### config.mk
export PLATFORM = sky130hd
export DESIGN_NAME = enable_burst_sequencer_flat
export DESIGN_NICKNAME = d
export VERILOG_FILES = /design/src/rtl/enable_seq_pkg.sv /design/src/rtl/enable_burst_sequencer_if.sv /design/src/rtl/enable_seq_beat_cnt.sv /design/src/rtl/enable_burst_sequencer.sv /design/src/flat_wrapper.sv
export SDC_FILE = /design/constraint.sdc
export NUM_CORES = 1
export LEC_CHECK = 0
export ABC_AREA = 1
export BUFFER_PORTS_ARGS = -buffer_cell sky130_fd_sc_hd__buf_4
export CAP_MARGIN = 40
export CELL_PAD_IN_SITES_DETAIL_PLACEMENT = 1
export CELL_PAD_IN_SITES_GLOBAL_PLACEMENT = 2
export CORE_UTILIZATION = 28
export DETAILED_ROUTE_END_ITERATION = 12
export MAX_ROUTING_LAYER = met4
export PLACE_DENSITY_LB_ADDON = 0.1
export SLEW_MARGIN = 40
export SYNTH_ARGS = -nofsm -noshare
export SYNTH_HDL_FRONTEND = slang
export SYNTH_SLANG_ARGS = --single-unit
### constraint.sdc
create_clock -name ACLK -period 10.1 [get_ports ACLK]
set_clock_uncertainty 0.2 [all_clocks]
set_input_delay 3.03 -clock ACLK [delete_from_list [all_inputs] [get_ports ACLK]]
set_output_delay 3.03 -clock ACLK [all_outputs]
set_load 0.005 [all_outputs]
### src/rtl/enable_seq_pkg.sv
// Shared types and constants for the enable burst sequencer.
//   seq_state_e : sequencer FSM states, in traversal order
//   RESP_OKAY, BURST_INCR, SIZE_4B : fixed AXI encodings used by the sequencer
//   sat_add     : 8-bit saturating add used by the error counter
package enable_seq_pkg;

    localparam int unsigned ADDR_W = 32;
    localparam int unsigned DATA_W = 32;
    localparam int unsigned CNT_W  = 8;
    localparam int unsigned ERR_W  = 8;

    localparam logic [1:0] RESP_OKAY  = 2'b00;
    localparam logic [1:0] BURST_INCR = 2'b01;
    localparam logic [2:0] SIZE_4B    = 3'b010;

    typedef enum logic [2:0] {
        IDLE = 3'd0,
        AW   = 3'd1,
        W    = 3'd2,
        B    = 3'd3,
        AR   = 3'd4,
        R    = 3'd5,
        DONE = 3'd6
    } seq_state_e;

    // Error counter add that sticks at all-ones instead of wrapping.
    function automatic logic [ERR_W-1:0] sat_add(input logic [ERR_W-1:0] a, input logic [1:0] b);
        logic [ERR_W:0] s;
        s = {1'b0, a} + (ERR_W+1)'(b);
        return s[ERR_W] ? {ERR_W{1'b1}} : s[ERR_W-1:0];
    endfunction

endpackage

### src/rtl/enable_burst_sequencer_if.sv
// AXI4 write/read channel bundle between the sequencer (master) and a memory slave.
//   AW/W/B : write address, write data, write response
//   AR/R   : read address, read data
interface enable_burst_sequencer_if;

    logic [31:0] M_AXI_AWADDR;
    logic [7:0]  M_AXI_AWLEN;
    logic [2:0]  M_AXI_AWSIZE;
    logic [1:0]  M_AXI_AWBURST;
    logic        M_AXI_AWVALID;
    logic        M_AXI_AWREADY;

    logic [31:0] M_AXI_WDATA;
    logic [3:0]  M_AXI_WSTRB;
    logic        M_AXI_WLAST;
    logic        M_AXI_WVALID;
    logic        M_AXI_WREADY;

    logic [1:0]  M_AXI_BRESP;
    logic        M_AXI_BVALID;
    logic        M_AXI_BREADY;

    logic [31:0] M_AXI_ARADDR;
    logic [7:0]  M_AXI_ARLEN;
    logic [2:0]  M_AXI_ARSIZE;
    logic [1:0]  M_AXI_ARBURST;
    logic        M_AXI_ARVALID;
    logic        M_AXI_ARREADY;

    logic [31:0] M_AXI_RDATA;
    logic [1:0]  M_AXI_RRESP;
    logic        M_AXI_RLAST;
    logic        M_AXI_RVALID;
    logic        M_AXI_RREADY;

    modport master (
        output M_AXI_AWADDR, M_AXI_AWLEN, M_AXI_AWSIZE, M_AXI_AWBURST, M_AXI_AWVALID,
        input  M_AXI_AWREADY,
        output M_AXI_WDATA, M_AXI_WSTRB, M_AXI_WLAST, M_AXI_WVALID,
        input  M_AXI_WREADY,
        input  M_AXI_BRESP, M_AXI_BVALID,
        output M_AXI_BREADY,
        output M_AXI_ARADDR, M_AXI_ARLEN, M_AXI_ARSIZE, M_AXI_ARBURST, M_AXI_ARVALID,
        input  M_AXI_ARREADY,
        input  M_AXI_RDATA, M_AXI_RRESP, M_AXI_RLAST, M_AXI_RVALID,
        output M_AXI_RREADY
    );

    modport slave (
        input  M_AXI_AWADDR, M_AXI_AWLEN, M_AXI_AWSIZE, M_AXI_AWBURST, M_AXI_AWVALID,
        output M_AXI_AWREADY,
        input  M_AXI_WDATA, M_AXI_WSTRB, M_AXI_WLAST, M_AXI_WVALID,
        output M_AXI_WREADY,
        output M_AXI_BRESP, M_AXI_BVALID,
        input  M_AXI_BREADY,
        input  M_AXI_ARADDR, M_AXI_ARLEN, M_AXI_ARSIZE, M_AXI_ARBURST, M_AXI_ARVALID,
        output M_AXI_ARREADY,
        output M_AXI_RDATA, M_AXI_RRESP, M_AXI_RLAST, M_AXI_RVALID,
        input  M_AXI_RREADY
    );

endinterface

### src/rtl/enable_seq_beat_cnt.sv
// Beat counter and test-pattern generator shared by the write and read bursts.
//   clr   : hold the counter at beat 0 (used outside the W and R phases)
//   adv   : advance one beat (a W or R handshake)
//   value : pattern for the current beat, i+1
//   last  : current beat is BURST_LEN-1
//   early : current beat is before BURST_LEN-1
module enable_seq_beat_cnt
    import enable_seq_pkg::*;
#(
    parameter int unsigned BURST_LEN = 8
) (
    input  logic              clk,
    input  logic              rst_n,
    input  logic              clr,
    input  logic              adv,
    output logic [DATA_W-1:0] value,
    output logic              last,
    output logic              early
);

    localparam logic [CNT_W-1:0] LAST_IDX  = CNT_W'(BURST_LEN - 1);
    localparam logic             LAST_INIT = (BURST_LEN == 1);

    logic [CNT_W-1:0]  cnt_q,   cnt_d;
    logic [DATA_W-1:0] value_q, value_d;
    logic              last_q,  last_d;
    logic              early_q, early_d;

    // Flags are computed from the next count so they are registered with it.
    always_comb begin
        cnt_d   = cnt_q;
        value_d = value_q;
        last_d  = last_q;
        early_d = early_q;
        if (clr) begin
            cnt_d   = '0;
            value_d = DATA_W'(1);
            last_d  = LAST_INIT;
            early_d = !LAST_INIT;
        end else if (adv) begin
            // Count sticks at all-ones so an overlong read burst never re-hits LAST_IDX.
            if (cnt_q != '1) begin
                cnt_d = cnt_q + CNT_W'(1);
            end
            value_d = value_q + DATA_W'(1);
            last_d  = (cnt_d == LAST_IDX);
            early_d = (cnt_d < LAST_IDX);
        end
    end

    always_ff @(posedge clk or negedge rst_n) begin
        if (!rst_n) begin
            cnt_q   <= '0;
            value_q <= DATA_W'(1);
            last_q  <= LAST_INIT;
            early_q <= !LAST_INIT;
        end else begin
            cnt_q   <= cnt_d;
            value_q <= value_d;
            last_q  <= last_d;
            early_q <= early_d;
        end
    end

    assign value = value_q;
    assign last  = last_q;
    assign early = early_q;

endmodule

### src/rtl/enable_burst_sequencer.sv
// Writes an incrementing pattern burst to BASE_ADDR, reads it back and counts errors.
//   ACLK, ARESETN : clock, asynchronous active-low reset
//   start         : request a write-then-readback sequence (accepted only when idle)
//   busy, done    : sequence in progress / one-cycle completion pulse
//   pass, fail_cnt: result of the last sequence (held until the next start)
//   axi           : AXI4 master channels
module enable_burst_sequencer
    import enable_seq_pkg::*;
#(
    parameter logic [31:0] BASE_ADDR = 32'h0,
    parameter int unsigned BURST_LEN = 8
) (
    input  logic                      ACLK,
    input  logic                      ARESETN,
    input  logic                      start,
    output logic                      busy,
    output logic                      done,
    output logic                      pass,
    output logic [7:0]                fail_cnt,
    enable_burst_sequencer_if.master  axi
);

    seq_state_e        state_q, state_d;
    logic              awvalid_q, awvalid_d;
    logic              wvalid_q,  wvalid_d;
    logic              bready_q,  bready_d;
    logic              arvalid_q, arvalid_d;
    logic              rready_q,  rready_d;
    logic              busy_q,    busy_d;
    logic              done_q,    done_d;
    logic              pass_q,    pass_d;
    logic [ERR_W-1:0]  fail_q,    fail_d;
    logic [1:0]        r_err;

    logic [DATA_W-1:0] beat_value;
    logic              beat_last;
    logic              beat_early;

    logic aw_hs, w_hs, b_hs, ar_hs, r_hs;

    assign aw_hs = awvalid_q & axi.M_AXI_AWREADY;
    assign w_hs  = wvalid_q  & axi.M_AXI_WREADY;
    assign b_hs  = bready_q  & axi.M_AXI_BVALID;
    assign ar_hs = arvalid_q & axi.M_AXI_ARREADY;
    assign r_hs  = rready_q  & axi.M_AXI_RVALID;

    // One counter serves both bursts; it is parked at beat 0 outside W and R.
    enable_seq_beat_cnt #(.BURST_LEN(BURST_LEN)) u_beat_cnt (
        .clk   (ACLK),
        .rst_n (ARESETN),
        .clr   ((state_q != W) && (state_q != R)),
        .adv   (((state_q == W) && w_hs) || ((state_q == R) && r_hs)),
        .value (beat_value),
        .last  (beat_last),
        .early (beat_early)
    );

    // Next-state, error accounting and registered channel controls.
    always_comb begin
        state_d = state_q;
        fail_d  = fail_q;
        pass_d  = pass_q;
        r_err   = 2'd0;

        unique case (state_q)
            IDLE: begin
                if (start) begin
                    state_d = AW;
                    fail_d  = '0;
                    pass_d  = 1'b0;
                end
            end
            AW: if (aw_hs) state_d = W;
            W:  if (w_hs && beat_last) state_d = B;
            B: begin
                if (b_hs) begin
                    if (axi.M_AXI_BRESP != RESP_OKAY) begin
                        fail_d = sat_add(fail_q, 2'd1);
                    end
                    state_d = AR;
                end
            end
            AR: if (ar_hs) state_d = R;
            R: begin
                if (r_hs) begin
                    // Data/response error, early RLAST and missing RLAST are counted separately.
                    if ((axi.M_AXI_RDATA != beat_value) || (axi.M_AXI_RRESP != RESP_OKAY)) begin
                        r_err = r_err + 2'd1;
                    end
                    if (axi.M_AXI_RLAST && beat_early) begin
                        r_err = r_err + 2'd1;
                    end
                    if (!axi.M_AXI_RLAST && beat_last) begin
                        r_err = r_err + 2'd1;
                    end
                    fail_d = sat_add(fail_q, r_err);
                    if (axi.M_AXI_RLAST) begin
                        state_d = DONE;
                    end
                end
            end
            DONE: state_d = IDLE;
            default: state_d = IDLE;
        endcase

        awvalid_d = (state_d == AW);
        wvalid_d  = (state_d == W);
        bready_d  = (state_d == B);
        arvalid_d = (state_d == AR);
        rready_d  = (state_d == R);
        busy_d    = (state_d != IDLE) && (state_d != DONE);
        done_d    = (state_d == DONE);
        if (state_d == DONE) begin
            pass_d = (fail_d == '0);
        end
    end

    always_ff @(posedge ACLK or negedge ARESETN) begin
        if (!ARESETN) begin
            state_q   <= IDLE;
            awvalid_q <= 1'b0;
            wvalid_q  <= 1'b0;
            bready_q  <= 1'b0;
            arvalid_q <= 1'b0;
            rready_q  <= 1'b0;
            busy_q    <= 1'b0;
            done_q    <= 1'b0;
            pass_q    <= 1'b0;
            fail_q    <= '0;
        end else begin
            state_q   <= state_d;
            awvalid_q <= awvalid_d;
            wvalid_q  <= wvalid_d;
            bready_q  <= bready_d;
            arvalid_q <= arvalid_d;
            rready_q  <= rready_d;
            busy_q    <= busy_d;
            done_q    <= done_d;
            pass_q    <= pass_d;
            fail_q    <= fail_d;
        end
    end

    assign busy     = busy_q;
    assign done     = done_q;
    assign pass     = pass_q;
    assign fail_cnt = fail_q;

    assign axi.M_AXI_AWADDR  = BASE_ADDR;
    assign axi.M_AXI_AWLEN   = 8'(BURST_LEN - 1);
    assign axi.M_AXI_AWSIZE  = SIZE_4B;
    assign axi.M_AXI_AWBURST = BURST_INCR;
    assign axi.M_AXI_AWVALID = awvalid_q;
    assign axi.M_AXI_WDATA   = beat_value;
    assign axi.M_AXI_WSTRB   = 4'hF;
    assign axi.M_AXI_WLAST   = beat_last;
    assign axi.M_AXI_WVALID  = wvalid_q;
    assign axi.M_AXI_BREADY  = bready_q;
    assign axi.M_AXI_ARADDR  = BASE_ADDR;
    assign axi.M_AXI_ARLEN   = 8'(BURST_LEN - 1);
    assign axi.M_AXI_ARSIZE  = SIZE_4B;
    assign axi.M_AXI_ARBURST = BURST_INCR;
    assign axi.M_AXI_ARVALID = arvalid_q;
    assign axi.M_AXI_RREADY  = rready_q;

endmodule

### src/flat_wrapper.sv
// flat-port wrapper written by rule: the top's interface ports become plain ports
module enable_burst_sequencer_flat import enable_seq_pkg::*;
#(
    parameter logic [31:0] BASE_ADDR = 32'h0,
    parameter int unsigned BURST_LEN = 8
)
  (ACLK, ARESETN, start, busy, done, pass, fail_cnt, axi_M_AXI_AWADDR, axi_M_AXI_AWLEN, axi_M_AXI_AWSIZE, axi_M_AXI_AWBURST, axi_M_AXI_AWVALID, axi_M_AXI_AWREADY, axi_M_AXI_WDATA, axi_M_AXI_WSTRB, axi_M_AXI_WLAST, axi_M_AXI_WVALID, axi_M_AXI_WREADY, axi_M_AXI_BRESP, axi_M_AXI_BVALID, axi_M_AXI_BREADY, axi_M_AXI_ARADDR, axi_M_AXI_ARLEN, axi_M_AXI_ARSIZE, axi_M_AXI_ARBURST, axi_M_AXI_ARVALID, axi_M_AXI_ARREADY, axi_M_AXI_RDATA, axi_M_AXI_RRESP, axi_M_AXI_RLAST, axi_M_AXI_RVALID, axi_M_AXI_RREADY);
  enable_burst_sequencer_if axi_i ();
  input  logic ACLK;
  input  logic ARESETN;
  input  logic start;
  output logic busy;
  output logic done;
  output logic pass;
  output logic [7:0] fail_cnt;
  output wire logic [$bits(axi_i.M_AXI_AWADDR)-1:0] axi_M_AXI_AWADDR;
  output wire logic [$bits(axi_i.M_AXI_AWLEN)-1:0] axi_M_AXI_AWLEN;
  output wire logic [$bits(axi_i.M_AXI_AWSIZE)-1:0] axi_M_AXI_AWSIZE;
  output wire logic [$bits(axi_i.M_AXI_AWBURST)-1:0] axi_M_AXI_AWBURST;
  output wire logic [$bits(axi_i.M_AXI_AWVALID)-1:0] axi_M_AXI_AWVALID;
  input wire logic [$bits(axi_i.M_AXI_AWREADY)-1:0] axi_M_AXI_AWREADY;
  output wire logic [$bits(axi_i.M_AXI_WDATA)-1:0] axi_M_AXI_WDATA;
  output wire logic [$bits(axi_i.M_AXI_WSTRB)-1:0] axi_M_AXI_WSTRB;
  output wire logic [$bits(axi_i.M_AXI_WLAST)-1:0] axi_M_AXI_WLAST;
  output wire logic [$bits(axi_i.M_AXI_WVALID)-1:0] axi_M_AXI_WVALID;
  input wire logic [$bits(axi_i.M_AXI_WREADY)-1:0] axi_M_AXI_WREADY;
  input wire logic [$bits(axi_i.M_AXI_BRESP)-1:0] axi_M_AXI_BRESP;
  input wire logic [$bits(axi_i.M_AXI_BVALID)-1:0] axi_M_AXI_BVALID;
  output wire logic [$bits(axi_i.M_AXI_BREADY)-1:0] axi_M_AXI_BREADY;
  output wire logic [$bits(axi_i.M_AXI_ARADDR)-1:0] axi_M_AXI_ARADDR;
  output wire logic [$bits(axi_i.M_AXI_ARLEN)-1:0] axi_M_AXI_ARLEN;
  output wire logic [$bits(axi_i.M_AXI_ARSIZE)-1:0] axi_M_AXI_ARSIZE;
  output wire logic [$bits(axi_i.M_AXI_ARBURST)-1:0] axi_M_AXI_ARBURST;
  output wire logic [$bits(axi_i.M_AXI_ARVALID)-1:0] axi_M_AXI_ARVALID;
  input wire logic [$bits(axi_i.M_AXI_ARREADY)-1:0] axi_M_AXI_ARREADY;
  input wire logic [$bits(axi_i.M_AXI_RDATA)-1:0] axi_M_AXI_RDATA;
  input wire logic [$bits(axi_i.M_AXI_RRESP)-1:0] axi_M_AXI_RRESP;
  input wire logic [$bits(axi_i.M_AXI_RLAST)-1:0] axi_M_AXI_RLAST;
  input wire logic [$bits(axi_i.M_AXI_RVALID)-1:0] axi_M_AXI_RVALID;
  output wire logic [$bits(axi_i.M_AXI_RREADY)-1:0] axi_M_AXI_RREADY;
  assign axi_M_AXI_AWADDR = axi_i.M_AXI_AWADDR;
  assign axi_M_AXI_AWLEN = axi_i.M_AXI_AWLEN;
  assign axi_M_AXI_AWSIZE = axi_i.M_AXI_AWSIZE;
  assign axi_M_AXI_AWBURST = axi_i.M_AXI_AWBURST;
  assign axi_M_AXI_AWVALID = axi_i.M_AXI_AWVALID;
  assign axi_i.M_AXI_AWREADY = axi_M_AXI_AWREADY;
  assign axi_M_AXI_WDATA = axi_i.M_AXI_WDATA;
  assign axi_M_AXI_WSTRB = axi_i.M_AXI_WSTRB;
  assign axi_M_AXI_WLAST = axi_i.M_AXI_WLAST;
  assign axi_M_AXI_WVALID = axi_i.M_AXI_WVALID;
  assign axi_i.M_AXI_WREADY = axi_M_AXI_WREADY;
  assign axi_i.M_AXI_BRESP = axi_M_AXI_BRESP;
  assign axi_i.M_AXI_BVALID = axi_M_AXI_BVALID;
  assign axi_M_AXI_BREADY = axi_i.M_AXI_BREADY;
  assign axi_M_AXI_ARADDR = axi_i.M_AXI_ARADDR;
  assign axi_M_AXI_ARLEN = axi_i.M_AXI_ARLEN;
  assign axi_M_AXI_ARSIZE = axi_i.M_AXI_ARSIZE;
  assign axi_M_AXI_ARBURST = axi_i.M_AXI_ARBURST;
  assign axi_M_AXI_ARVALID = axi_i.M_AXI_ARVALID;
  assign axi_i.M_AXI_ARREADY = axi_M_AXI_ARREADY;
  assign axi_i.M_AXI_RDATA = axi_M_AXI_RDATA;
  assign axi_i.M_AXI_RRESP = axi_M_AXI_RRESP;
  assign axi_i.M_AXI_RLAST = axi_M_AXI_RLAST;
  assign axi_i.M_AXI_RVALID = axi_M_AXI_RVALID;
  assign axi_M_AXI_RREADY = axi_i.M_AXI_RREADY;
  enable_burst_sequencer #(.BASE_ADDR(BASE_ADDR), .BURST_LEN(BURST_LEN)) u_core (.ACLK(ACLK), .ARESETN(ARESETN), .start(start), .busy(busy), .done(done), .pass(pass), .fail_cnt(fail_cnt), .axi(axi_i));
endmodule
== Word level (Yosys, flattened, before mapping) ==
Index checks and enable logic that the tools add are counted.
Word-level totals
  latch bits: 0
  RAM bits: 0
  memories kept: 0
  flip-flop bits (word level): 61
  logic and storage cells: 100
  ROM bits: 0
  output and inout port bits: 143
Operators by class
  muxes and demuxes: 38
  divide/modulo/power cells: 0
  shift-type cells: 0
  order comparisons: 1
  equal/unequal tests: 17
  reductions and logical operators: 19
  bitwise logic cells: 5
  add/sub/neg operators: 6
  multiply operators: 0
Operators with widths (count)
  $mux 8: 11
  $mux 32: 2
  $add 32x1->32 const B: 1
  $ne 32x32->1: 1
  $pmux 8 s3: 1
  $mux 3: 7
  $pmux 3 s6: 1
  $mux 2: 8
  $eq 3x3->1 const B: 5
  $eq 3x2->1 const B: 4
  $reduce_bool 2->1: 5
  $add 8x1->9 const B: 1
  $add 8x2->9: 1
  $add 8x1->8 const B: 1
  $eq 8x3->1 const B: 1
  $logic_not 8->1: 1
  $lt 8x3->1 const B: 1
  $mux 1: 8
  $ne 8x8->1 const B: 1
  $logic_and 1x1->1: 7
  $eq 3x1->1 const B: 2
  $ne 3x3->1 const B: 2
  $and 1x1->1: 5
  $add 2x1->2 const B: 2
  other kinds (6): 7

== Longest topological paths before layout ==
  depth after elaboration: 19
  depth in mapped cells: 26
  gate-level depth less buffers: 26

== Hierarchy ==
A second synthesis with hierarchy kept.
Second synthesis, totals
  cells, all modules: 807
  area, all modules: 5316.3 um2
Modules (own cells, without submodules)
  enable_burst_sequencer: cells each 414, area an instance 2695.1 um2, seq. area each 475.5 um2, instances 1
  enable_seq_beat_cnt: cells each 393, area an instance 2621.3 um2, seq. area each 1053.5 um2, instances 1

== Worst setup path before layout ==
OpenSTA, ideal clock, no wires.
  path type: input port to flip-flop
  from: input axi_M_AXI_RDATA[15]
  to: register u_core.pass_q (netlist: u_core.pass)
  buffers on the path: 0
  setup slack: 4261 ps
  cell stages on the path: 23
  arrival: 5574 ps
  library setup time: 65 ps
  cell sequence: inv_1 nor2_1 a211oi_1 nand4_1 nor2_1 nand4_1 nor2_1 inv_1 ha_1 xnor2_1 ha_1 fa_1 inv_1 nor2_1 nand2_1 nor2_1 nor2_1 nand2_1 a21oi_1 nand2_1 nor2_1 nand3_1 nand2_1
On the way
  word-level cells in the longest chain between the ends: 19
Ends and longest elaborated chain
  start, declared: RTL line flat_wrapper.sv:36  | input wire logic [$bits(axi_i.M_AXI_RDATA)-1:0] axi_M_AXI_RDATA;
  $ne 32x32->1 *: RTL line enable_burst_sequencer.sv:87  | if ((axi.M_AXI_RDATA != beat_value) || (axi.M_AXI_RRESP != RESP_OKAY)) begin
  $logic_or 1x1->1 *: RTL line enable_burst_sequencer.sv:87
  $mux 1 *: RTL line enable_burst_sequencer.sv:87
  $mux 2 *: RTL line enable_burst_sequencer.sv:85  | if (r_hs) begin
  $mux 2 *: RTL line enable_burst_sequencer.sv:65  | unique case (state_q)
  $add 2x1->2: RTL line enable_burst_sequencer.sv:91  | r_err = r_err + 2'd1;
  $mux 2 *: RTL line enable_burst_sequencer.sv:90  | if (axi.M_AXI_RLAST && beat_early) begin
  $mux 2 *: RTL line enable_burst_sequencer.sv:85
  (+3 left out)
  $mux 2 *: RTL line enable_burst_sequencer.sv:85
  $mux 2 *: RTL line enable_burst_sequencer.sv:65
  $add 8x2->9 *: RTL line enable_seq_pkg.sv:29  | s = {1'b0, a} + (ERR_W+1)'(b);
  $mux 8 *: RTL line enable_seq_pkg.sv:30  | return s[ERR_W] ? {ERR_W{1'b1}} : s[ERR_W-1:0];
  $mux 8 *: RTL line enable_burst_sequencer.sv:85
  $pmux 8 s3 *: RTL line enable_burst_sequencer.sv:65
  $logic_not 8->1 *: RTL line enable_burst_sequencer.sv:114  | pass_d = (fail_d == '0);
  $mux 1 *: RTL line enable_burst_sequencer.sv:113  | if (state_d == DONE) begin
  end signal, assigned: RTL line enable_burst_sequencer.sv:139  | pass_q <= pass_d;
  end, declared: RTL line enable_burst_sequencer.sv:31  | logic pass_q, pass_d;
Mark *: on every way between the ends. The rest lies on a longest branch, timed or not. The select of a mux whose other input is x is not followed.
A chain may end at the register's enable or synchronous reset.

== Final worst setup path ==
  from: input axi_M_AXI_RDATA[11]
  to: register u_core.pass_q (netlist: u_core.pass)
Same word-level chain as after synthesis.

==> impl_metrics.tcl <==
set metrics [dict create \
    outcome "finished clean" \
    syn_area_mm2 0.004876 \
    dp_hpwl_mm 13.40 \
    hold_class "register to register" \
    hold_viol 0 \
    tightestPinTransition_ps 790.9 \
    postSynthAreaPerCell_um2 6.858 \
    cp.arrival_ps 6370 \
    finalSetupTns_ps 0 \
    cp-start-kind "primary input" \
    die_area_mm2 0.01795 \
    pwr_density_cell_mw_per_mm2 144.5 \
    slew_headroom_pct 47.22 \
    r2r_start "u_core.u_beat_cnt.value[11]$_DFFE_PN0P_" \
    portBuffers 93 \
    start_util_pct 28.99 \
    grt_pass1_wl_mm 25.92 \
    die_h_um 134.0 \
    clk_latency_ps 340 \
    p_comb_share_pct 25.7 \
    area_growth_pct 18.60 \
    grt_pass1_vias 4789 \
    synthMuxAreaShare_pct 0 \
    p_int_uw 547.2 \
    drtPass1Iterations 4 \
    nFillCells 2173 \
    synthesis.instances 711 \
    postRouteAntennaNets 0 \
    drc 0 \
    vias 4690 \
    min_to "u_core.u_beat_cnt.value[0]$_DFFE_PN1P_" \
    clockPowerShare_pct 41.1 \
    cts_max_path_buffers 2 \
    track_usage_pct 19.41 \
    grt_setup_unrepaired "false" \
    crit_start "axi_M_AXI_RDATA[11]" \
    cp_max_fo 4 \
    synth_compound_area_share_pct 10.08 \
    fin_crit_sh_pct 62.28 \
    viasPerCell 4.540 \
    netSwitchingFraction_pct 34.51 \
    cts-root-buf "clkbuf_16" \
    final_cell_mix "nand2_1 (150), inv_1 (94), conb_1 (94), buf_4 (92), nor2_1 (72)" \
    num_rows 47 \
    p_sw_uw 288.4 \
    cts_tree "yes" \
    grt_max_degree 62 \
    antenna_found_initial 0 \
    pin_count 188 \
    drt-initial-drc-count 172 \
    endpoint_kind "register" \
    fin_hold_ws_ps 337.0 \
    min-delay-start "u_core.u_beat_cnt.value[0]$_DFFE_PN1P_" \
    yosys.area_share.simple_pct 30.13 \
    hold_buffers 0 \
    post-cts-setup-buffers 0 \
    htree_levels 3 \
    synthFlopType "dfrtp_1" \
    die_x_um 134.0 \
    drv_slew 0 \
    synth_top_family_by_area "simple AND/OR/NAND/NOR gates" \
    crit_required_ps 10180 \
    routed_wl_mm 16.61 \
    power.leakage_nw 2.970 \
    hold_depth 2 \
    post_cts_resize_count 0 \
    cap_viol_max_count 0 \
    drive_gt1_share_pct 16.61 \
    clk_pin_slew_ps 50 \
    timing.fmax_mhz 159.0 \
    peakVddDrop_uv 77.21 \
    cts_buffers 9 \
    p_seq_share_pct 33.2 \
    path_class "primary input to register" \
    place.gp.congestion 0.8912 \
    synth-seq-cells 61 \
    synthAdderAreaFrac_pct 2.207 \
    synth-xor-area-share_pct 3.233 \
    reg2reg_slack_ps 6020 \
    async_flop_share_pct 100.0 \
    layout_commonest_cell "nand2_1" \
    yosysSeqAreaShare_pct 31.36 \
    rr_endpoint "u_core.pass$_DFFE_PN0P_" \
    clock-sinks 61 \
    grt_overflow 0 \
    reg2reg_depth 24 \
    synth_warnings 0 \
    ys_types 39 \
    synth_edf_count 0 \
    final_nets 861 \
    setup_viol 0 \
    wl_per_cell_um 16.08 \
    fin_crit_ps 6291 \
    core_mm2 0.01682 \
    antenna_cells 0 \
]
flip-flops by register name, indices dropped and copies added, names as in the netlist:
| register | flops |
|---|---|
| u_core.axi.M_AXI_RREADY | 1 |
| u_core.axi.M_AXI_ARVALID | 1 |
| u_core.u_beat_cnt.cnt_q | 8 |
| u_core.u_beat_cnt.early | 1 |
| u_core.axi.M_AXI_AWVALID | 1 |
| u_core.state_q | 3 |
| u_core.done | 1 |
| u_core.u_beat_cnt.last | 1 |
| u_core.axi.M_AXI_BREADY | 1 |
| u_core.u_beat_cnt.value | 32 |
| u_core.fail_cnt | 8 |
| u_core.busy | 1 |
| u_core.pass | 1 |
| u_core.axi.M_AXI_WVALID | 1 |
cell families (layout without fill, tap and decap cells):
| logic type | after synthesis | count (layout) |
|---|---|---|
| buffers and inverters | 200 | 210 |
| AND/OR/NAND/NOR | 330 | 330 |
| other | 2 | 94 |
| adder cells (fa/ha/maj) | 8 | 8 |
| flip-flops | 61 | 61 |
| XOR/XNOR | 18 | 18 |
| AO/OA/AOI/OAI | 92 | 92 |
power groups by stage:
stage	logic, mW	clock network [mW]	registers [mW]
3_3_place_gp	0.215	0	0.280
2_1_floorplan	0.155	0	0.279
5_1_grt	0.240	0.358	0.279
6_report	0.215	0.344	0.277
3_5_place_dp	0.216	0	0.281
4_1_cts	0.217	0.351	0.277
routing by layer:
layer  vias to the layer above  global-route usage, %  share of wire [%]
li1                       2278                      -                  -
met1                      2270                  22.25                 42
met2                       123                  34.74                 53
met3                        19                  2.494                3.6
met4                         0                  6.439                1.7
met5                         -                      -                  0
area by class of cell:
type	count	area (µm²)	share of cell area, %
Multi-Input combinational cell	542	2579	44.59
Tap cell	220	275.3	4.760
Timing Repair Buffer	93	701.9	12.14
Clock inverter	4	72.57	1.255
Sequential cell	61	1529	26.44
Inverter	101	379.1	6.556
Clock buffer	12	246.5	4.262
worst max-delay path, cell delays in order:
cell and delay [ps]:
buf_4 120, nand2_1 80, o21ai_0 80, a211oi_1 170, nand4_1 110, nor2_1 150, nand4_1 130, nor2_1 220
inv_1 70, ha_1 310, xnor2_1 140, ha_1 210, fa_1 370, inv_1 90, nor2_1 70, nand2_1 90
nor2_1 60, nor2_1 250, nand2_1 90, a21oi_1 190, nand2_1 80, nor2_1 100, nand3_1 90, nand2_1 60
how the worst max path moves through the flow:
stage / slack, ps / end / cells past startpoint
2_1_floorplan: 4260 / u_core.pass$_DFFE_PN0P_ / 23
3_3_place_gp: 3720 / u_core.pass$_DFFE_PN0P_ / 22
3_5_place_dp: 3500 / u_core.pass$_DFFE_PN0P_ / 22
4_1_cts: 3790 / u_core.pass$_DFFE_PN0P_ / 22
5_1_grt: 3410 / u_core.pass$_DFFE_PN0P_ / 24
6_report: 3810 / u_core.pass$_DFFE_PN0P_ / 24
Yosys cell counts (all sizes together), types with 3 or more instances:
cell    count  share of area, %
dfrtp      59                30
nand4      16               2.1
nor4        5              0.64
o21a        3              0.46
inv       101               7.8
nor3       28               3.2
o21ai      47               4.8
buf        96                15
xor2       14               2.5
nor2       77               6.2
o22ai       8               1.0
or2         5              0.64
a21oi      28               2.9
xnor2       4              0.72
nand2     153                12
clkbuf      3              0.26
nand3      41               4.7
nand3b      3              0.46
ha          7               1.8
per-stage QoR:
stage	utilization, %	area, µm²	power, mW	setup WS, ps	instances
2_1_floorplan	-	5221	0.4340	4261	803
3_3_place_gp	32.47	5460	0.4954	3721	1017
3_5_place_dp	32.49	5464	0.4971	3496	1017
4_1_cts	34.38	5783	0.8451	3791	1033
5_1_grt	34.38	5783	0.8774	3415	1033
6_report	34.38	5783	0.8355	3809	1033
No activity file was read; power rests on OpenSTA's default activity.
